===== src/rtl/load_store_unit_pkg.sv =====
// Shared load/store types: FSM state encoding, word/byte geometry and a big-endian byte picker.
package load_store_unit_pkg;

   localparam int unsigned WordW    = 24;
   localparam int unsigned ByteW    = 8;
   localparam int unsigned NumBytes = 3;

   typedef enum logic [1:0] {
      StIdle = 2'd0,
      StXfer = 2'd1,
      StResp = 2'd2
   } lsu_state_e;

   // Index 0 is the most significant byte of the word.
   function automatic logic [ByteW-1:0] get_byte(input logic [WordW-1:0] word,
                                                 input logic [1:0]       idx);
      case (idx)
         2'd0:    return word[23:16];
         2'd1:    return word[15:8];
         default: return word[7:0];
      endcase
   endfunction

endpackage


===== src/rtl/load_store_unit.sv =====
// Serialises 24-bit big-endian loads/stores onto a byte-wide memory port,
// with a range check against MEM_BYTES and a one-cycle completion pulse.
module load_store_unit
   import load_store_unit_pkg::*;
#(
   parameter int unsigned MEM_BYTES = 128
) (
   input  logic             Clock,
   input  logic             Reset,
   input  logic             ReqValid,
   output logic             ReqReady,
   input  logic             ReqWrite,
   input  logic [WordW-1:0] ReqAddress,
   input  logic [WordW-1:0] ReqWriteData,
   output logic             RespValid,
   output logic [WordW-1:0] RespReadData,
   output logic             RespError,
   output logic [WordW-1:0] MemAddress,
   output logic [ByteW-1:0] MemWriteData,
   output logic             MemWrite,
   output logic             MemRead,
   input  logic [ByteW-1:0] MemReadData
);

   lsu_state_e       state_q, state_d;
   logic [1:0]       idx_q, idx_d;
   logic             write_q, write_d;
   logic             err_q, err_d;
   logic [WordW-1:0] addr_q, addr_d;
   logic [WordW-1:0] wdata_q, wdata_d;
   logic [WordW-1:0] rdata_q, rdata_d;
   logic             in_range;

   // 25-bit sum so addresses near the top of the 24-bit space cannot wrap into range.
   assign in_range = ({1'b0, ReqAddress} + 25'(NumBytes)) <= 25'(MEM_BYTES);

   always_comb begin
      state_d = state_q;
      idx_d   = idx_q;
      write_d = write_q;
      err_d   = err_q;
      addr_d  = addr_q;
      wdata_d = wdata_q;
      rdata_d = rdata_q;
      case (state_q)
         StIdle: begin
            if (ReqValid) begin
               write_d = ReqWrite;
               addr_d  = ReqAddress;
               wdata_d = ReqWriteData;
               idx_d   = 2'd0;
               err_d   = !in_range;
               state_d = in_range ? StXfer : StResp;
               if (!in_range && !ReqWrite) begin
                  rdata_d = '0;
               end
            end
         end
         StXfer: begin
            if (!write_q) begin
               case (idx_q)
                  2'd0:    rdata_d[23:16] = MemReadData;
                  2'd1:    rdata_d[15:8]  = MemReadData;
                  default: rdata_d[7:0]   = MemReadData;
               endcase
            end
            if (idx_q == 2'(NumBytes - 1)) begin
               state_d = StResp;
            end else begin
               idx_d = idx_q + 2'd1;
            end
         end
         StResp:  state_d = StIdle;
         default: state_d = StIdle;
      endcase
   end

   always_ff @(posedge Clock or posedge Reset) begin
      if (Reset) begin
         state_q <= StIdle;
         idx_q   <= '0;
         write_q <= 1'b0;
         err_q   <= 1'b0;
         addr_q  <= '0;
         wdata_q <= '0;
         rdata_q <= '0;
      end else begin
         state_q <= state_d;
         idx_q   <= idx_d;
         write_q <= write_d;
         err_q   <= err_d;
         addr_q  <= addr_d;
         wdata_q <= wdata_d;
         rdata_q <= rdata_d;
      end
   end

   always_comb begin
      ReqReady     = (state_q == StIdle);
      RespValid    = (state_q == StResp);
      RespError    = RespValid && err_q;
      // Stores and rejected accesses report zero data; otherwise the last load is held.
      RespReadData = (RespValid && (write_q || err_q)) ? '0 : rdata_q;
      MemAddress   = '0;
      MemWriteData = '0;
      MemWrite     = 1'b0;
      MemRead      = 1'b0;
      if (state_q == StXfer) begin
         MemAddress   = addr_q + {22'b0, idx_q};
         MemWrite     = write_q;
         MemRead      = !write_q;
         MemWriteData = write_q ? get_byte(wdata_q, idx_q) : '0;
      end
   end

endmodule


===== config.mk =====
export PLATFORM = sky130hd
export DESIGN_NAME = load_store_unit
export DESIGN_NICKNAME = d
export VERILOG_FILES = /design/src/rtl/load_store_unit_pkg.sv /design/src/rtl/load_store_unit.sv
export SDC_FILE = /design/constraint.sdc
export NUM_CORES = 1
export LEC_CHECK = 0
export ABC_AREA = 1
export ABC_CLOCK_PERIOD_IN_PS = 2140
export CAP_MARGIN = 20
export CORE_AREA = 2 2 107 109
export DETAILED_ROUTE_END_ITERATION = 6
export DIE_AREA = 0 0 109 111
export HOLD_SLACK_MARGIN = 0.12
export PLACE_DENSITY = 0.76
export SLEW_MARGIN = 10
export SYNTH_ARGS = -nofsm -noshare
export SYNTH_HDL_FRONTEND = slang
export SYNTH_SLANG_ARGS = --single-unit

===== constraint.sdc =====
create_clock -name Clock -period 2.14 [get_ports Clock]
set_input_delay 0.214 -clock Clock [delete_from_list [all_inputs] [get_ports Clock]]
set_output_delay 0.214 -clock Clock [all_outputs]
set_load 0.05 [all_outputs]

==> flow_summary.yaml <==
routing:
  dr_total_vias: 5672
  wl_per_cell_um: 15.8
  drc_errors: 13
  drtIter0Drc: 516
  wirelength_mm: 17.0
  postRouteAntennaNets: 0
  routed_via_density: 5.26
  firstDrtPassIters: 7
pwr:
  peakVddDrop_v: 0.000348
  power_density_nw_per_um2: 492
  p_leak_nw: 3.98
synthesis:
  netlist_instances: 720
  syn_area_um2: 4840
  ys_ff_latch: 78
  synth_top_area_share_pct: 40.3
  synth_cell_types: 39
  ys_seq_area_share_pct: 40.3
  async_reset_ff_share_pct: 100
  yosys_warnings: 0
  yosysMostFrequentCell: "nand2_1"
  synthTopCellsByCount: "nand2_1, nor2_1, inv_1"
  synth_edf_count: 0
  ys_top_cells_by_area: "dfrtp_1, nand2_1, nor2_1"
  yosysTopAreaCell: "dfrtp_1"
  synth-main-ff-cell: "dfrtp_1"
  syn-mean-instance-area_um2: 6.73
  syn_nets: 786
clock_network:
  clockBufferDepth: 2
  cts_buffers: 9
  worstSkewPairLatency_ns: 0.35
  clock_sinks: 78
  postCtsHoldBufs: 0
  cts_tree: "yes"
  clk_pin_slew_worst_paths_ns: 0.06
  clockRootBuffer: "clkbuf_16"
  htreeDepth: 3
setup_path:
  critPathMaxFanout: 3
  end_kind: "primary output"
  ff2ff_setup_slack_ns: 0.25
  r2r-end: "rdata_q[16]"
  crit_arrival_ns: 2.60
  worstRegToRegCells: 10
  rr_startpoint: "state_q[0]"
  crit_required_ns: 1.93
  start_kind: "flip-flop"
  critPathKind: "reg2out"
finish:
  synthToLayoutAreaGrowth_pct: 68.7
  fin_util_pct: 73.7
  nNetsFinal: 997
  fillers: 802
  diodes: 0
  drive_gt1_share_pct: 32.8
grt:
  grtUsageTotal_pct: 27.6
  grt_max_degree: 60
  grt_first_pass_wirelength_mm: 26.1
  first_global_vias: 5486
  overflow: 0
  antenna_found_initial: 0
flow_run:
  drv_cap: 0
sta:
  final_hold_viol_count: 0
  setup_tns_ns: -10.55
  slew-limit-headroom_pct: 63.9
  fmax_mhz: 356
  setup_ws_ns: -0.671
  finalCritPeriodShare_pct: 131
  finClkSkew_ns: 0.0101
  fin_crit_ns: 2.81
  slew_viol_final: 0
  setup_violations: 30
  tightest_slew_ns: 0.542
  rsz0062_at_grt: "true"
placement:
  portBuffers: 120
  gp_congestion: 0.940
  dp_hpwl_mm: 11.4
outcome:
  status: "finished with violations"
  violations: "design-rule violations, negative setup slack"
floorplanning:
  start_util_pct: 43.7
  die_h_um: 111
  ioPinCount: 121
  core_region_area_um2: 11100
  row_count: 39
  die_w_um: 109
  die-area_um2: 12100
hold_path:
  hold_start: "ReqAddress[2]"
  hold_end: "addr_q[2]"
  hold-path-cell-count: 3
  hp-class: "in2reg"
[how the worst max path moves through the flow]
| stage | startpoint | to | cells past startpoint |
|---|---|---|---|
| after detailed placement | ReqAddress[8] | rdata_q[13] | 16 |
| after floorplan | idx_q[1] | MemAddress[19] | 13 |
| final | idx_q[1] | MemAddress[19] | 14 |
| after global routing | idx_q[1] | MemAddress[19] | 14 |
| after global placement | ReqAddress[10] | rdata_q[1] | 13 |
| after CTS | idx_q[1] | MemAddress[19] | 14 |
[cell type report]
cell class | count | area, µm² | share of cell area, %
multi-input combinational | 532 | 3100 | 37.9
clock buffer | 10 | 229 | 2.80
timing repair buffer | 220 | 2290 | 28.1
inverter | 90 | 349 | 4.27
sequential | 78 | 1950 | 23.9
clock inverter | 6 | 70.1 | 0.858
tap | 143 | 179 | 2.19
[logic make-up (layout without fill, tap and decap cells)]
group | count (synthesis) | after routing | share of synthesized area [%]
flops | 78 | 78 | 40.3
fa+ha+maj | 6 | 6 | 1.71
buf+inv | 112 | 326 | 9.15
compound gates | 66 | 66 | 7.83
simple gates | 453 | 455 | 40.1
xor+xnor | 5 | 5 | 0.904
[critical path, stage by stage, from the launching register on]
cell and delay [ns]:
dfrtp_1 0.42, ha_4 0.28, nand3_2 0.06, nand2_2 0.10
nand2_2 0.08, nor2_4 0.14, nand3_2 0.12, nor2_4 0.16
nand2_2 0.09, nor3_4 0.21, nand2_2 0.11, nor2_4 0.10
o21ai_2 0.07, a21oi_4 0.15, buf_12 0.15
[power by group]
part,total (mW),switching [mW],leakage (nW),internal [mW]
sequential,1.73,0.136,1.00,1.60
combinational,0.721,0.431,2.84,0.290
clock,1.56,0.653,0.135,0.910
[flip-flops by register name, indices dropped and copies added, names as in the netlist]
signal / count
addr_q: 24
rdata_q: 24
wdata_q: 24
idx_q: 2
state_q: 2
err_q: 1
write_q: 1
[per-stage QoR]
| stage | setup WS [ns] | cell area, µm² | hold WS (ns) | std cells | power [mW] |
|---|---|---|---|---|---|
| after floorplan | -0.301 | 5100 | 0.324 | 720 | 2.07 |
| after global placement | -0.389 | 7130 | 0.461 | 1023 | 2.36 |
| after detailed placement | -0.428 | 7130 | 0.459 | 1023 | 2.38 |
| after CTS | -0.562 | 7750 | 0.314 | 1066 | 3.96 |
| after global routing | -0.770 | 8170 | 0.243 | 1079 | 4.17 |
| final | -0.671 | 8170 | 0.226 | 1079 | 4.02 |
[layout by cell type (no fill, tap or decap), types with 3 or more instances in the layout]
cell             instances
ha_4                     4
inv_4                    3
inv_1                   81
a21oi_2                  5
a31oi_4                  7
o21ai_0                 29
clkbuf_16                9
a21oi_1                  5
nor2_4                  20
xor2_2                   3
inv_2                    4
dlymetal6s2s_1          18
nand2_4                  5
buf_6                    5
dfrtp_1                 78
nor2_1                  73
nor3_4                   5
nand4_1                 26
nand3_4                  4
nand3_2                  5
nand3_1                 15
buf_12                  34
nand2_2                 28
clkinvlp_4               4
nor3_1                   4
o21ai_2                  6
a21oi_4                  3
nand2_1                244
clkdlybuf4s50_1         43
nor2_2                  19
buf_4                  120
[repair_timing]
action	CTS	global route
cloned	2	0
setup endpoints to repair	53	55
buffers inserted	26	15
pin swaps	4	38
endpoints found under the hold margin	0	0
resized for setup	27	93
[layer usage]
layer	wire length (µm)	GRT usage, %
met1	6830	35.6
met2	8590	45.6
met3	1130	5.00
met4	480	10.3
met5	0	0
Note: power is estimated with default switching activity, not from simulation.
